===== src/rtl/rob_pkg.sv =====
// Shared definitions for the reorder buffer slice.
//   XLEN_DEF : default data/address width
//   REG_W    : architectural register index width
//   kind_e   : instruction kind carried by each entry
package rob_pkg;

  localparam int unsigned XLEN_DEF = 32;
  localparam int unsigned REG_W    = 5;

  typedef enum logic [1:0] {
    KIND_REG    = 2'd0,
    KIND_BRANCH = 2'd1,
    KIND_STORE  = 2'd2,
    KIND_NOP    = 2'd3
  } kind_e;

endpackage


===== src/rtl/param_reorder_buffer_if.sv =====
// Dispatch and store-to-memory handshake bundle of the reorder buffer.
//   disp_*       : instruction allocation (valid/ready, tag = tail index)
//   st_req_valid : head store ready to go to memory, with st_addr/st_data
//   st_ack       : memory accepted the store
// master = instruction front end / memory side, slave = reorder buffer.
interface param_reorder_buffer_if
  import rob_pkg::*;
#(
  parameter int unsigned IDX_W = 4,
  parameter int unsigned XLEN  = XLEN_DEF
);

  logic             disp_valid;
  logic             disp_ready;
  logic [IDX_W-1:0] disp_tag;
  logic [XLEN-1:0]  disp_pc;
  logic [XLEN-1:0]  disp_pred_pc;
  logic [REG_W-1:0] disp_rd;
  logic [1:0]       disp_kind;

  logic             st_req_valid;
  logic [XLEN-1:0]  st_addr;
  logic [XLEN-1:0]  st_data;
  logic             st_ack;

  modport master (
    output disp_valid, disp_pc, disp_pred_pc, disp_rd, disp_kind, st_ack,
    input  disp_ready, disp_tag, st_req_valid, st_addr, st_data
  );

  modport slave (
    input  disp_valid, disp_pc, disp_pred_pc, disp_rd, disp_kind, st_ack,
    output disp_ready, disp_tag, st_req_valid, st_addr, st_data
  );

endinterface


===== src/rtl/rob_ring_ptr.sv =====
// Wrap-around ring pointer for the reorder buffer.
//   clk, rst : clock, asynchronous active-high reset (pointer -> 0)
//   inc      : advance by one, wrapping DEPTH-1 -> 0
//   clr      : return to 0 (takes priority over inc)
//   ptr      : current pointer value
module rob_ring_ptr #(
  parameter int unsigned DEPTH = 16,
  parameter int unsigned W     = $clog2(DEPTH)
) (
  input  logic         clk,
  input  logic         rst,
  input  logic         inc,
  input  logic         clr,
  output logic [W-1:0] ptr
);

  always_ff @(posedge clk or posedge rst) begin
    if (rst) begin
      ptr <= '0;
    end else if (clr) begin
      ptr <= '0;
    end else if (inc) begin
      ptr <= (ptr == W'(DEPTH - 1)) ? '0 : ptr + 1'b1;
    end
  end

endmodule


===== src/rtl/param_reorder_buffer.sv =====
// Parametrised in-order-retire reorder buffer.
//   clk, rst        : clock, asynchronous active-high reset
//   rdy             : global enable, low freezes all state
//   bus             : dispatch and store handshakes (slave side)
//   wb_alu_*        : ALU writeback (value, actual next pc)
//   wb_lsu_*        : LSU writeback (store data, store address)
//   q0_*, q1_*      : combinational operand lookup with writeback bypass
//   commit_*        : registered one-cycle register-file retire
//   bp_*            : registered one-cycle branch predictor update
//   flush, flush_pc : registered one-cycle misprediction redirect
//   count           : occupancy
module param_reorder_buffer
  import rob_pkg::*;
#(
  parameter int unsigned DEPTH = 16,
  parameter int unsigned IDX_W = $clog2(DEPTH),
  parameter int unsigned XLEN  = XLEN_DEF
) (
  input  logic                 clk,
  input  logic                 rst,
  input  logic                 rdy,
  param_reorder_buffer_if.slave bus,
  input  logic                 wb_alu_valid,
  input  logic [IDX_W-1:0]     wb_alu_tag,
  input  logic [XLEN-1:0]      wb_alu_value,
  input  logic [XLEN-1:0]      wb_alu_npc,
  input  logic                 wb_lsu_valid,
  input  logic [IDX_W-1:0]     wb_lsu_tag,
  input  logic [XLEN-1:0]      wb_lsu_value,
  input  logic [XLEN-1:0]      wb_lsu_addr,
  input  logic [IDX_W-1:0]     q0_tag,
  input  logic [IDX_W-1:0]     q1_tag,
  output logic                 q0_ready,
  output logic                 q1_ready,
  output logic [XLEN-1:0]      q0_value,
  output logic [XLEN-1:0]      q1_value,
  output logic                 commit_valid,
  output logic [REG_W-1:0]     commit_rd,
  output logic [XLEN-1:0]      commit_value,
  output logic [IDX_W-1:0]     commit_tag,
  output logic                 bp_valid,
  output logic [XLEN-1:0]      bp_pc,
  output logic                 bp_taken,
  output logic                 flush,
  output logic [XLEN-1:0]      flush_pc,
  output logic [IDX_W:0]       count
);

  logic [DEPTH-1:0] ent_valid;
  logic [DEPTH-1:0] ent_ready;
  kind_e            ent_kind  [DEPTH];
  logic [REG_W-1:0] ent_rd    [DEPTH];
  logic [XLEN-1:0]  ent_pc    [DEPTH];
  logic [XLEN-1:0]  ent_pred  [DEPTH];
  logic [XLEN-1:0]  ent_value [DEPTH];
  logic [XLEN-1:0]  ent_npc   [DEPTH];
  logic [XLEN-1:0]  ent_addr  [DEPTH];

  logic [IDX_W-1:0] head;
  logic [IDX_W-1:0] tail;
  kind_e            head_kind;
  logic             full;
  logic             head_ok;
  logic             do_disp;
  logic             do_ret;
  logic             mispredict;
  logic             alu_hit;
  logic             lsu_hit;

  assign full      = (count == (IDX_W+1)'(DEPTH));
  assign head_kind = ent_kind[head];
  assign head_ok   = ent_valid[head] && ent_ready[head];

  assign bus.disp_ready = !full && !flush;
  assign bus.disp_tag   = tail;
  assign do_disp        = rdy && bus.disp_valid && bus.disp_ready;

  // Store outputs are forced to zero when no request is presented so a
  // reset drops them immediately even though entry payloads are not reset.
  assign bus.st_req_valid = head_ok && (head_kind == KIND_STORE) && !flush;
  assign bus.st_addr      = bus.st_req_valid ? ent_addr[head]  : '0;
  assign bus.st_data      = bus.st_req_valid ? ent_value[head] : '0;

  assign do_ret = rdy && head_ok &&
                  ((head_kind != KIND_STORE) || (bus.st_ack && bus.st_req_valid));
  assign mispredict = do_ret && (head_kind == KIND_BRANCH) &&
                      (ent_npc[head] != ent_pred[head]);

  // Writebacks only land on allocated entries; stale tags fall through.
  assign alu_hit = rdy && wb_alu_valid && ent_valid[wb_alu_tag];
  assign lsu_hit = rdy && wb_lsu_valid && ent_valid[wb_lsu_tag];

  rob_ring_ptr #(.DEPTH(DEPTH), .W(IDX_W)) u_head (
    .clk(clk), .rst(rst), .inc(do_ret), .clr(mispredict), .ptr(head)
  );

  rob_ring_ptr #(.DEPTH(DEPTH), .W(IDX_W)) u_tail (
    .clk(clk), .rst(rst), .inc(do_disp), .clr(mispredict), .ptr(tail)
  );

  // Occupancy and entry status. A mispredict discards everything, including
  // an instruction dispatched on the same edge.
  always_ff @(posedge clk or posedge rst) begin
    if (rst) begin
      ent_valid <= '0;
      ent_ready <= '0;
      count     <= '0;
    end else if (mispredict) begin
      ent_valid <= '0;
      ent_ready <= '0;
      count     <= '0;
    end else begin
      if (alu_hit) ent_ready[wb_alu_tag] <= 1'b1;
      if (lsu_hit) ent_ready[wb_lsu_tag] <= 1'b1;
      if (do_disp) begin
        ent_valid[tail] <= 1'b1;
        ent_ready[tail] <= 1'b0;
      end
      if (do_ret) ent_valid[head] <= 1'b0;
      count <= count + (IDX_W+1)'(do_disp) - (IDX_W+1)'(do_ret);
    end
  end

  // Entry payload; meaningless unless the matching valid bit is set.
  always_ff @(posedge clk) begin
    if (do_disp) begin
      ent_kind[tail] <= kind_e'(bus.disp_kind);
      ent_rd[tail]   <= bus.disp_rd;
      ent_pc[tail]   <= bus.disp_pc;
      ent_pred[tail] <= bus.disp_pred_pc;
    end
    if (alu_hit) begin
      ent_value[wb_alu_tag] <= wb_alu_value;
      ent_npc[wb_alu_tag]   <= wb_alu_npc;
    end
    // Placed after the ALU write so the LSU value wins on a shared tag.
    if (lsu_hit) begin
      ent_value[wb_lsu_tag] <= wb_lsu_value;
      ent_addr[wb_lsu_tag]  <= wb_lsu_addr;
    end
  end

  always_ff @(posedge clk or posedge rst) begin
    if (rst) begin
      commit_valid <= 1'b0;
      commit_rd    <= '0;
      commit_value <= '0;
      commit_tag   <= '0;
      bp_valid     <= 1'b0;
      bp_pc        <= '0;
      bp_taken     <= 1'b0;
      flush        <= 1'b0;
      flush_pc     <= '0;
    end else if (!rdy) begin
      commit_valid <= 1'b0;
      bp_valid     <= 1'b0;
      flush        <= 1'b0;
    end else begin
      commit_valid <= do_ret && ((head_kind == KIND_REG) ||
                                 ((head_kind == KIND_BRANCH) && (ent_rd[head] != '0)));
      bp_valid     <= do_ret && (head_kind == KIND_BRANCH);
      flush        <= mispredict;
      if (do_ret) begin
        commit_rd    <= ent_rd[head];
        commit_value <= ent_value[head];
        commit_tag   <= head;
        bp_pc        <= ent_pc[head];
        bp_taken     <= (ent_npc[head] != ent_pc[head] + XLEN'(4));
      end
      if (mispredict) flush_pc <= ent_npc[head];
    end
  end

  // Returns {ready, value}; a same-cycle writeback to the tag bypasses.
  function automatic logic [XLEN:0] lookup(input logic [IDX_W-1:0] t);
    logic [XLEN:0] r;
    r = (ent_valid[t] && ent_ready[t]) ? {1'b1, ent_value[t]} : '0;
    if (alu_hit && (wb_alu_tag == t)) r = {1'b1, wb_alu_value};
    if (lsu_hit && (wb_lsu_tag == t)) r = {1'b1, wb_lsu_value};
    return r;
  endfunction

  assign {q0_ready, q0_value} = lookup(q0_tag);
  assign {q1_ready, q1_value} = lookup(q1_tag);

endmodule


===== src/flat_wrapper.sv =====
// flat-port wrapper written by rule: the top's interface ports become plain ports
module param_reorder_buffer_flat import rob_pkg::*;
#(
  parameter int unsigned DEPTH = 16,
  parameter int unsigned IDX_W = $clog2(DEPTH),
  parameter int unsigned XLEN  = XLEN_DEF
)
  (clk, rst, rdy, wb_alu_valid, wb_alu_tag, wb_alu_value, wb_alu_npc, wb_lsu_valid, wb_lsu_tag, wb_lsu_value, wb_lsu_addr, q0_tag, q1_tag, q0_ready, q1_ready, q0_value, q1_value, commit_valid, commit_rd, commit_value, commit_tag, bp_valid, bp_pc, bp_taken, flush, flush_pc, count, bus_disp_valid, bus_disp_pc, bus_disp_pred_pc, bus_disp_rd, bus_disp_kind, bus_st_ack, bus_disp_ready, bus_disp_tag, bus_st_req_valid, bus_st_addr, bus_st_data);
  param_reorder_buffer_if #(.IDX_W(IDX_W), .XLEN(XLEN)) bus_i ();
  input  logic clk;
  input  logic rst;
  input  logic rdy;
  input  logic wb_alu_valid;
  input  logic [IDX_W-1:0] wb_alu_tag;
  input  logic [XLEN-1:0] wb_alu_value;
  input  logic [XLEN-1:0] wb_alu_npc;
  input  logic wb_lsu_valid;
  input  logic [IDX_W-1:0] wb_lsu_tag;
  input  logic [XLEN-1:0] wb_lsu_value;
  input  logic [XLEN-1:0] wb_lsu_addr;
  input  logic [IDX_W-1:0] q0_tag;
  input  logic [IDX_W-1:0] q1_tag;
  output logic q0_ready;
  output logic q1_ready;
  output logic [XLEN-1:0] q0_value;
  output logic [XLEN-1:0] q1_value;
  output logic commit_valid;
  output logic [REG_W-1:0] commit_rd;
  output logic [XLEN-1:0] commit_value;
  output logic [IDX_W-1:0] commit_tag;
  output logic bp_valid;
  output logic [XLEN-1:0] bp_pc;
  output logic bp_taken;
  output logic flush;
  output logic [XLEN-1:0] flush_pc;
  output logic [IDX_W:0] count;
  input wire logic [$bits(bus_i.disp_valid)-1:0] bus_disp_valid;
  input wire logic [$bits(bus_i.disp_pc)-1:0] bus_disp_pc;
  input wire logic [$bits(bus_i.disp_pred_pc)-1:0] bus_disp_pred_pc;
  input wire logic [$bits(bus_i.disp_rd)-1:0] bus_disp_rd;
  input wire logic [$bits(bus_i.disp_kind)-1:0] bus_disp_kind;
  input wire logic [$bits(bus_i.st_ack)-1:0] bus_st_ack;
  output wire logic [$bits(bus_i.disp_ready)-1:0] bus_disp_ready;
  output wire logic [$bits(bus_i.disp_tag)-1:0] bus_disp_tag;
  output wire logic [$bits(bus_i.st_req_valid)-1:0] bus_st_req_valid;
  output wire logic [$bits(bus_i.st_addr)-1:0] bus_st_addr;
  output wire logic [$bits(bus_i.st_data)-1:0] bus_st_data;
  assign bus_i.disp_valid = bus_disp_valid;
  assign bus_i.disp_pc = bus_disp_pc;
  assign bus_i.disp_pred_pc = bus_disp_pred_pc;
  assign bus_i.disp_rd = bus_disp_rd;
  assign bus_i.disp_kind = bus_disp_kind;
  assign bus_i.st_ack = bus_st_ack;
  assign bus_disp_ready = bus_i.disp_ready;
  assign bus_disp_tag = bus_i.disp_tag;
  assign bus_st_req_valid = bus_i.st_req_valid;
  assign bus_st_addr = bus_i.st_addr;
  assign bus_st_data = bus_i.st_data;
  param_reorder_buffer #(.DEPTH(DEPTH), .IDX_W(IDX_W), .XLEN(XLEN)) u_core (.clk(clk), .rst(rst), .rdy(rdy), .bus(bus_i), .wb_alu_valid(wb_alu_valid), .wb_alu_tag(wb_alu_tag), .wb_alu_value(wb_alu_value), .wb_alu_npc(wb_alu_npc), .wb_lsu_valid(wb_lsu_valid), .wb_lsu_tag(wb_lsu_tag), .wb_lsu_value(wb_lsu_value), .wb_lsu_addr(wb_lsu_addr), .q0_tag(q0_tag), .q1_tag(q1_tag), .q0_ready(q0_ready), .q1_ready(q1_ready), .q0_value(q0_value), .q1_value(q1_value), .commit_valid(commit_valid), .commit_rd(commit_rd), .commit_value(commit_value), .commit_tag(commit_tag), .bp_valid(bp_valid), .bp_pc(bp_pc), .bp_taken(bp_taken), .flush(flush), .flush_pc(flush_pc), .count(count));
endmodule

===== config.mk =====
export PLATFORM = sky130hd
export DESIGN_NAME = param_reorder_buffer_flat
export DESIGN_NICKNAME = d
export VERILOG_FILES = /design/src/rtl/rob_pkg.sv /design/src/rtl/param_reorder_buffer_if.sv /design/src/rtl/rob_ring_ptr.sv /design/src/rtl/param_reorder_buffer.sv /design/src/flat_wrapper.sv
export SDC_FILE = /design/constraint.sdc
export NUM_CORES = 2
export LEC_CHECK = 0
export BUFFER_PORTS_ARGS = -buffer_cell sky130_fd_sc_hd__buf_2
export CAP_MARGIN = 20
export CORE_ASPECT_RATIO = 0.8
export CORE_MARGIN = 10
export CORE_UTILIZATION = 40
export DETAILED_ROUTE_END_ITERATION = 16
export GPL_TIMING_DRIVEN = 0
export PLACE_DENSITY = 0.69
export REMOVE_ABC_BUFFERS = 1
export SLEW_MARGIN = 10
export SYNTH_ARGS = -nofsm -noshare
export SYNTH_HDL_FRONTEND = slang
export SYNTH_SLANG_ARGS = --single-unit

===== constraint.sdc =====
create_clock -name clk -period 5.3 [get_ports clk]
set_input_delay 0.53 -clock clk [delete_from_list [all_inputs] [get_ports clk]]
set_output_delay 0.53 -clock clk [all_outputs]
set_load 0.1 [all_outputs]

Word-level counts from Yosys, hierarchy flattened
Memory sizes are Yosys's and may differ from the RTL's.
Cells that the tools add are included.
- register bits: 154
- RAM bits: 2672
- input bits: 222
- output and inout port bits: 250
- word-level logic and storage cells: 150
- memories kept: 7
- memories (name ; depth ; width ; rd ports ; clocked after Yosys merged registers in ; wr ports ; line ; text):
    u_core.ent_addr ; 16 ; 32 ; 1 ; 0 ; 1 ; param_reorder_buffer.sv:57 ; logic [XLEN-1:0] ent_addr [DEPTH];
    u_core.ent_npc ; 16 ; 32 ; 1 ; 0 ; 1 ; param_reorder_buffer.sv:56 ; logic [XLEN-1:0] ent_npc [DEPTH];
    u_core.ent_pc ; 16 ; 32 ; 1 ; 0 ; 1 ; param_reorder_buffer.sv:53 ; logic [XLEN-1:0] ent_pc [DEPTH];
    u_core.ent_pred ; 16 ; 32 ; 1 ; 0 ; 1 ; param_reorder_buffer.sv:54 ; logic [XLEN-1:0] ent_pred [DEPTH];
    u_core.ent_value ; 16 ; 32 ; 3 ; 0 ; 2 ; param_reorder_buffer.sv:55 ; logic [XLEN-1:0] ent_value [DEPTH];
    u_core.ent_rd ; 16 ; 5 ; 1 ; 0 ; 1 ; param_reorder_buffer.sv:52 ; logic [REG_W-1:0] ent_rd [DEPTH];
    +1 memories ; n/a ; n/a ; n/a ; n/a ; n/a ; n/a ;
- $add $sub $neg: 5
- order comparisons: 10
- equal/unequal tests: 12
- muxes and demuxes: 58
- bitwise logic cells: 7
- reductions and logical operators: 37
- operators by type and width (operator ; count):
    33-bit 2-to-1 mux ; 6
    16-bit 2-to-1 mux ; 10
    32-bit 2-to-1 mux ; 2
    32-bit inequality test ; 2
    16-bit bitwise OR ; 3
    32-bit by 3-bit adder with 32-bit output, second input constant ; 1
    16-bit AND ; 2
    1-bit binary-select mux with 4-bit select ; 8
    16-bit NOT ; 2
    4-bit by 5-bit less-than comparator with 1-bit output, second input constant ; 6
    1-bit logical AND ; 27
    4-bit 2-to-1 mux ; 6
    1-bit 2-to-1 mux ; 21
    1-bit demux with 4-bit select ; 4
    4-bit == test ; 4
    4-bit by 1-bit greater-or-equal comparator with 1-bit output, second input constant ; 4
    4-bit by 1-bit adder with 4-bit output, second input constant ; 2
    4-bit == test, second input constant ; 2
    5-bit by 1-bit adder with 5-bit output ; 1
    5-bit == test, second input constant ; 1
    5-bit 2-to-1 mux ; 1
    5-bit nonzero test ; 1
    5-bit by 1-bit subtractor with 5-bit output ; 1
    2-bit AND reduction ; 2
    other kinds (7) ; 10

Depth between registers and ports, before layout
- depth after elaboration: 17
- depth in mapped cells: 24
- gate-level depth less buffers: 18

By module
A second synthesis with hierarchy kept.
- cells, all modules: 6042
- area, all modules: 124778.4 um^2
- by module, submodules not included (module ; instances ; cells each ; area each (um^2) ; sequential area each (um^2)):
    param_reorder_buffer ; 1 ; 6000 ; 124375.5 ; 83890.5
    rob_ring_ptr ; 2 ; 21 ; 201.4 ; 100.1

Worst setup path after synthesis
No wires, ideal clock.
- kind: register -> register
- start point: register u_core.count[2]
- end point: register u_core.ent_valid[4]
- setup time: 81 ps
- data arrival time: 5998 ps
- data required time: 5219 ps
- slack: -779 ps
- cell stages (with the launch flop): 11
- buffers on the path: 0
- cell sequence: dfrtp_1 inv_1 ha_1 a41oi_1 nand3_1 inv_1 nand2_1 nor2_1 and2_1 o22ai_1 nor2_1
- longest elaborated chain between the ends: 9
- RTL lines (what ; line ; text):
    from (decl) ; param_reorder_buffer.sv:46 ; output logic [IDX_W:0] count
    from (signal assigned) ; param_reorder_buffer.sv:120 ; count <= count + (IDX_W+1)'(do_disp) - (IDX_W+1)'(do_ret);
    5-bit == test * ; param_reorder_buffer.sv:70 ; assign full = (count == (IDX_W+1)'(DEPTH));
    1-bit zero test * ; param_reorder_buffer.sv:74 ; assign bus.disp_ready = !full && !flush;
    1-bit logical AND * ; param_reorder_buffer.sv:74 ;
    named net bus_disp_ready ; flat_wrapper.sv:43 ; output wire logic [$bits(bus_i.disp_ready)-1:0] bus_disp_ready;
    1-bit logical AND * ; param_reorder_buffer.sv:76 ; assign do_disp = rdy && bus.disp_valid && bus.disp_ready;
    16-bit 2-to-1 mux * ; param_reorder_buffer.sv:115 ; if (do_disp) begin
    16-bit 2-to-1 mux * ; param_reorder_buffer.sv:108 ; end else if (mispredict) begin
    16-bit AND (no source line) ; n/a ;
    16-bit 2-to-1 mux * ; param_reorder_buffer.sv:119 ; if (do_ret) ent_valid[head] <= 1'b0;
    16-bit 2-to-1 mux * ; param_reorder_buffer.sv:108 ;
    to (signal assigned) ; param_reorder_buffer.sv:109 ; ent_valid <= '0;
    to (signal, indexed assignment) ; param_reorder_buffer.sv:116 ; ent_valid[tail] <= 1'b1;
    to (signal, indexed assignment) ; param_reorder_buffer.sv:119 ;
    to (decl) ; param_reorder_buffer.sv:49 ; logic [DEPTH-1:0] ent_valid;
The timed path passes the listed nets; every way through them passes the cells marked *. The select of a mux whose other input is x is not followed.
A chain may end at the register's enable or synchronous reset.

Worst setup path in the final report
- start point: register u_core.ent_valid[11]
- end point: output port q1_value[24]
- longest elaborated chain between the ends: 6
- elaborated cells between the ends (all ways): 14
- those cells by class: 9 x mux; 5 x reduce/logical
- RTL lines (what ; line ; text):
    from (signal assigned) ; param_reorder_buffer.sv:105 ; ent_valid <= '0;
    from (signal assigned) ; param_reorder_buffer.sv:109 ;
    from (signal, indexed assignment) ; param_reorder_buffer.sv:116 ;
    1-bit binary-select mux with 4-bit select, on equally long branches ; param_reorder_buffer.sv:177, param_reorder_buffer.sv:90 ;
    1-bit 2-to-1 mux, on equally long branches ; param_reorder_buffer.sv:177, param_reorder_buffer.sv:90 ;
    1-bit logical AND, on equally long branches ; param_reorder_buffer.sv:177, param_reorder_buffer.sv:90 ;
    33-bit 2-to-1 mux or 1-bit logical AND (tied branches) ; param_reorder_buffer.sv:177, param_reorder_buffer.sv:178 ;
    33-bit 2-to-1 mux ; param_reorder_buffer.sv:178 ; if (alu_hit && (wb_alu_tag == t)) r = {1'b1, wb_alu_value};
    33-bit 2-to-1 mux * ; param_reorder_buffer.sv:179 ; if (lsu_hit && (wb_lsu_tag == t)) r = {1'b1, wb_lsu_value};
    to (decl) ; flat_wrapper.sv:26 ; output logic [XLEN-1:0] q1_value;
Every way passes the cells marked *; elsewhere a longest branch is shown, timed or not. The select of a mux whose other input is x is not followed.

==> report_table.html <==
<table>
<tr><th>Metric</th><th>Value</th></tr>
<tr><th colspan="2">Synthesis</th></tr>
<tr><td>Compound-cell area share of the yosys netlist</td><td>1.578%</td></tr>
<tr><td>Fraction of registers with async set/reset</td><td>under 10%</td></tr>
<tr><td>Post-synthesis average cell area</td><td>20.69 µm²</td></tr>
<tr><td>#FFs+latches synth</td><td>2826</td></tr>
<tr><td>Adder-cell share of the synthesized area</td><td>less than 1%</td></tr>
<tr><td>Library cell with the largest summed area after synthesis</td><td>sky130_fd_sc_hd__edfxtp_1</td></tr>
<tr><td>Distinct cells, synth</td><td>67</td></tr>
<tr><td>Number of enable-type register cells in the synthesized netlist</td><td>around 2700</td></tr>
<tr><td>Fraction of post-synthesis cell area in the top cell type by area</td><td>roughly 64%</td></tr>
<tr><td>Most used flip-flop cell after synthesis</td><td>sky130_fd_sc_hd__edfxtp_1</td></tr>
<tr><td>Mux cell area share after synthesis</td><td>between 20% and 30%</td></tr>
<tr><td>Top cells by area in the synthesized netlist</td><td>sky130_fd_sc_hd__edfxtp_1 64%, sky130_fd_sc_hd__mux4_2 20%, sky130_fd_sc_hd__mux2_2 5.1%, sky130_fd_sc_hd__dfrtp_1 3.1%, sky130_fd_sc_hd__clkbuf_1 0.96%</td></tr>
<tr><td>Sequential cell area fraction in the yosys report</td><td>between 60% and 70%</td></tr>
<tr><td>Total of warnings raised by yosys</td><td>0</td></tr>
<tr><td>Basic-gate share of the synthesized area counting and, or, nand and nor cells</td><td>about 2.3%</td></tr>
<tr><td>Post-synthesis instance area</td><td>between 100000 and 150000 µm²</td></tr>
<tr><td>Share of the synthesized netlist area taken by xor and xnor gates</td><td>less than 1%</td></tr>
<tr><td>Post-Synthesis Cells</td><td>slightly above 6000</td></tr>
<tr><td>Combinational family with the most area after synthesis</td><td>multiplexers</td></tr>
<tr><th colspan="2">CTS</th></tr>
<tr><td>TritonCTS clock tree</td><td>yes</td></tr>
<tr><td>TritonCTS Buffers</td><td>a little under 300</td></tr>
<tr><td>Clock root buffer</td><td>sky130_fd_sc_hd__clkbuf_16</td></tr>
<tr><td>Worst-Skew Late Latency</td><td>890 ps</td></tr>
<tr><td>TritonCTS sink count</td><td>2826</td></tr>
<tr><td>Number of buffers between clock root and the deepest sink</td><td>4</td></tr>
<tr><td>H-Tree Level Count</td><td>5</td></tr>
<tr><td>Clock transition at the registers of the reported paths</td><td>about 60 ps</td></tr>
<tr><th colspan="2">Worst hold path</th></tr>
<tr><td>Number of instances on the worst hold path</td><td>1</td></tr>
<tr><td>Worst hold path endpoint</td><td>u_core.ent_addr[9][27]</td></tr>
<tr><td>Worst Min Path Start</td><td>wb_lsu_addr[27]</td></tr>
<tr><td>Path category of the worst min-delay check</td><td>input pin to register</td></tr>
<tr><th colspan="2">Route</th></tr>
<tr><td>Remaining design rule violation count</td><td>0</td></tr>
<tr><td>Remaining antenna violation count</td><td>0</td></tr>
<tr><td>Violation count after the first detailed-route iteration</td><td>8238</td></tr>
<tr><td>Number of iterations in the first detailed-routing pass</td><td>6</td></tr>
<tr><td>Detailed-route via count</td><td>68241</td></tr>
<tr><td>Via density</td><td>6.122</td></tr>
<tr><td>Routed length per placed instance</td><td>about 33 µm</td></tr>
<tr><td>Post-Route WL</td><td>about 370000 µm</td></tr>
<tr><th colspan="2">Timing</th></tr>
<tr><td>Top achievable clock speed</td><td>approximately 190 MHz</td></tr>
<tr><td>Max Slew Vio Count</td><td>0</td></tr>
<tr><td>RSZ-0062 raised after global routing</td><td>false</td></tr>
<tr><td>Least-Margin Pin Slew</td><td>~1000 ps</td></tr>
<tr><td>Worst setup skew after layout</td><td>about 110 ps</td></tr>
<tr><td>Final count of hold timing violations</td><td>0</td></tr>
<tr><td>Final cycle utilization of the critical path</td><td>between 90% and 100%</td></tr>
<tr><td>Min Clock Period, post-route</td><td>between 5000 and 6000 ps</td></tr>
<tr><td>Worst slew margin</td><td>32.43%</td></tr>
<tr><td>Minimum hold slack</td><td>54.26 ps</td></tr>
<tr><td>Final-layout setup total negative slack</td><td>0 ps</td></tr>
<tr><td>Final setup fails</td><td>0</td></tr>
<tr><th colspan="2">Worst setup path</th></tr>
<tr><td>Data required time at the worst endpoint</td><td>approximately 4800 ps</td></tr>
<tr><td>Maximum fanout count along the critical path</td><td>35</td></tr>
<tr><td>Flop2flop setup slack</td><td>between 300 and 400 ps</td></tr>
<tr><td>Stage delay of the slowest cell on the critical path</td><td>630 ps</td></tr>
<tr><td>Destination of the worst register-to-register timing path</td><td>u_core.ent_ready[14]</td></tr>
<tr><td>Type of the worst setup path</td><td>register to output pin</td></tr>
<tr><td>Slowest stage cell, crit path</td><td>sky130_fd_sc_hd__nand2_4</td></tr>
<tr><td>Cell-by-cell trace of the critical path</td><td>mux4_2, mux4_2, and3_4, nand2_4, and3b_1, a31oi_1, a21oi_1, buf_2</td></tr>
<tr><td>Worst setup SP type</td><td>register</td></tr>
<tr><td>Count of cells along the worst register-to-register path</td><td>15</td></tr>
<tr><td>Endpoint kind of the worst setup timing path</td><td>output pin</td></tr>
<tr><td>Most repeated library cell on the critical path</td><td>sky130_fd_sc_hd__mux4_2</td></tr>
<tr><td>Number of buffers and inverters on the critical path</td><td>1</td></tr>
<tr><td>Crit path max-delay family</td><td>simple AND/OR/NAND/NOR gates</td></tr>
<tr><td>Reg-to-reg startpoint</td><td>u_core.u_head.ptr[0]</td></tr>
<tr><td>Worst endpoint data arrival time</td><td>~4700 ps</td></tr>
<tr><th colspan="2">Power and ir drop</th></tr>
<tr><td>PwrDens</td><td>approximately 480 nW/µm²</td></tr>
<tr><td>Standby leakage power</td><td>48.50 nW</td></tr>
<tr><td>Maximum vdd ir drop</td><td>0.0005307 V</td></tr>
<tr><th colspan="2">Status</th></tr>
<tr><td>Result of the run</td><td>complete, no violations</td></tr>
<tr><th colspan="2">Place</th></tr>
<tr><td>Placed Area</td><td>around 140000 µm²</td></tr>
<tr><td>Total half-perimeter wirelength after legalization and detailed placement</td><td>between 200000 and 250000 µm</td></tr>
<tr><td>Number of input and output port buffers inserted</td><td>about 470</td></tr>
<tr><td>Final RePlAce weighted congestion</td><td>between 0.7 and 0.8</td></tr>
<tr><td># placed instances</td><td>roughly 10000</td></tr>
<tr><th colspan="2">Floorplan</th></tr>
<tr><td>Die footprint</td><td>about 330000 µm²</td></tr>
<tr><td>Die Wd</td><td>between 600 and 700 µm</td></tr>
<tr><td>Initial Util</td><td>40.17%</td></tr>
<tr><td>Area of the core</td><td>between 300000 and 400000 µm²</td></tr>
<tr><td>Die Ht</td><td>approximately 520 µm</td></tr>
<tr><td>IO Pins</td><td>472</td></tr>
<tr><td>Number of cell rows</td><td>between 150 and 200</td></tr>
<tr><th colspan="2">GRT</th></tr>
<tr><td>Vias in the first global route</td><td>69845</td></tr>
<tr><td>Number of antenna violations at the first check in global routing</td><td>86</td></tr>
<tr><td>Total gr overflow</td><td>0</td></tr>
<tr><td>Overall global routing resource usage</td><td>between 20% and 30%</td></tr>
<tr><td>Pin count of the biggest net entering global routing</td><td>90</td></tr>
<tr><td>Global-route wire length before repair</td><td>525700 µm</td></tr>
<tr><th colspan="2">Layout</th></tr>
<tr><td>Share of cells above drive strength 1</td><td>about 44%</td></tr>
<tr><td>Area growth from synthesis to layout</td><td>18.39%</td></tr>
<tr><td>Post-Layout Cell Count</td><td>approximately 11000</td></tr>
<tr><td>Final #Nets</td><td>around 6900</td></tr>
<tr><td>Design area</td><td>~150000 µm²</td></tr>
<tr><td>Number of fillers in the final layout</td><td>25091</td></tr>
<tr><th colspan="2">Job</th></tr>
<tr><td>Number of maximum-capacitance violations</td><td>0</td></tr>
</table>
==> kinds of logic (layout without fill, tap and decap cells) <==
logic type	after synthesis	count (layout)
flip-flops	2826	2826
AND/OR/NAND/NOR	536	538
AO/OA/AOI/OAI	302	302
buffers and inverters	522	1429
XOR/XNOR	92	92
adder cells (fa/ha/maj)	16	16
other	0	42
multiplexers	1739	1739
==> cells in the final DEF (no fill, tap or decap), types with 23 or more instances in the layout <==
cell type and instances:
sky130_fd_sc_hd__xor2_1 44, sky130_fd_sc_hd__mux2_2 570, sky130_fd_sc_hd__clkbuf_8 23, sky130_fd_sc_hd__clkbuf_16 300, sky130_fd_sc_hd__nor3_1 28, sky130_fd_sc_hd__clkbuf_1 68
sky130_fd_sc_hd__nor2_1 120, sky130_fd_sc_hd__xnor2_1 48, sky130_fd_sc_hd__buf_6 35, sky130_fd_sc_hd__mux4_2 1134, sky130_fd_sc_hd__nand2_1 102, sky130_fd_sc_hd__mux2_4 32
sky130_fd_sc_hd__buf_2 439, sky130_fd_sc_hd__clkinv_1 37, sky130_fd_sc_hd__nor2_4 25, sky130_fd_sc_hd__and2_1 64, sky130_fd_sc_hd__clkinv_2 42, sky130_fd_sc_hd__a31oi_1 65
sky130_fd_sc_hd__dlygate4sd3_1 82, sky130_fd_sc_hd__diode_2 42, sky130_fd_sc_hd__edfxtp_1 2672, sky130_fd_sc_hd__dfrtp_1 150, sky130_fd_sc_hd__and3b_1 64, sky130_fd_sc_hd__bufinv_16 24
sky130_fd_sc_hd__a21oi_1 80, sky130_fd_sc_hd__buf_12 80, sky130_fd_sc_hd__buf_4 89, sky130_fd_sc_hd__buf_16 130, sky130_fd_sc_hd__nand4_1 23, sky130_fd_sc_hd__a22oi_1 65
==> final cells by class <==
class,count,area (µm²),share of cell area [%]
flip-flops and latches,2826,84110,56.91
multi-input cells,2687,38960,26.36
repair buffers,875,9678,6.549
clock buffers,389,8029,5.433
well taps,4162,5207,3.524
clock inverters,143,1607,1.087
diodes,42,105.1,0.07112
inverters,22,93.84,0.06350
==> Yosys cell counts, types with 4 or more instances <==
master / instances
sky130_fd_sc_hd__edfxtp_1: 2672
sky130_fd_sc_hd__mux4_2: 1134
sky130_fd_sc_hd__mux2_2: 570
sky130_fd_sc_hd__clkbuf_1: 318
sky130_fd_sc_hd__dfrtp_1: 154
sky130_fd_sc_hd__nor2_1: 145
sky130_fd_sc_hd__nand2_1: 107
sky130_fd_sc_hd__a21oi_1: 81
sky130_fd_sc_hd__and2_1: 81
sky130_fd_sc_hd__buf_2: 70
sky130_fd_sc_hd__a22oi_1: 65
sky130_fd_sc_hd__a31oi_1: 65
sky130_fd_sc_hd__and3b_1: 64
sky130_fd_sc_hd__buf_1: 63
sky130_fd_sc_hd__xnor2_1: 48
sky130_fd_sc_hd__xor2_1: 44
sky130_fd_sc_hd__nor3_1: 37
sky130_fd_sc_hd__mux2_4: 32
sky130_fd_sc_hd__o22ai_1: 30
sky130_fd_sc_hd__nand4_1: 23
sky130_fd_sc_hd__inv_1: 22
sky130_fd_sc_hd__buf_4: 21
sky130_fd_sc_hd__buf_6: 21
sky130_fd_sc_hd__o21ai_0: 21
sky130_fd_sc_hd__nand3_1: 16
sky130_fd_sc_hd__a22o_1: 15
sky130_fd_sc_hd__ha_1: 15
sky130_fd_sc_hd__nand2b_1: 8
sky130_fd_sc_hd__or2_2: 8
sky130_fd_sc_hd__nor4_1: 7
sky130_fd_sc_hd__nand3b_1: 6
sky130_fd_sc_hd__a221oi_1: 5
sky130_fd_sc_hd__buf_8: 5
sky130_fd_sc_hd__and3_1: 4
sky130_fd_sc_hd__and4_1: 4
sky130_fd_sc_hd__nor4b_1: 4
==> metrics by stage <==
stage | utilization, % | setup WS, ps | power, mW
floorplan | - | -27910 | 39.56
global placement | 41.87 | -46050 | 42.80
detailed placement | 43.99 | -1586 | 49.49
CTS | 47.50 | 2.034 | 70.61
global route | 47.55 | 45.67 | 72.73
finish | 47.56 | 49.40 | 70.31
==> flip-flops by register name, summed over array words and instances, names as in the netlist, 5 cells and up <==
signal and cells:
u_core.commit_rd 5, u_core.ent_pred 512, u_core.ent_npc 512, u_core.commit_value 32, u_core.ent_rd 80, u_core.ent_pc 512, u_core.bp_pc 32, u_core.ent_ready 16
u_core.ent_addr 512, u_core.count 5, u_core.ent_value 512, u_core.ent_kind 32, u_core.flush_pc 32, u_core.ent_valid 16
==> timing repair <==
action                                   CTS  global route
buffers inserted                           8             6
hold buffers                              82             0
pin swaps                                  1             1
endpoints found under the hold margin   1166             0
endpoints found under the setup margin   185            52
gates cloned                               7             3
resized for setup                         41             2
==> worst max path at each step <==
stage | cells past startpoint | to | start | slack [ps]
global placement | 5 | bus_st_addr[2] | u_core.u_head.ptr[0] | -46050
floorplan | 4 | bus_st_addr[0] | u_core.u_head.ptr[0] | -27910
CTS | 14 | bus_st_addr[24] | u_core.u_head.ptr[0] | 2
detailed placement | 21 | u_core.count[4] | u_core.u_head.ptr[0] | -1590
finish | 8 | q1_value[24] | u_core.ent_valid[11] | 50
global route | 15 | u_core.ent_ready[11] | u_core.u_head.ptr[0] | 50
==> routing by layer <==
layer	track usage, %	share of wire [%]
met1	27.76	37
met2	35.08	49
met3	4.805	9.0
met4	10.03	5.1
met5	0	0.056
==> where the power goes <==
| group | leakage (nW) | switching (mW) | internal (mW) |
|---|---|---|---|
| combinational | 17.7 | 14.1 | 9.44 |
| sequential | 26.0 | 0.591 | 25.5 |
| clock | 4.71 | 8.77 | 12.0 |
| total | 48.5 | 23.4 | 46.9 |
Note: power is estimated with default switching activity, not from simulation.
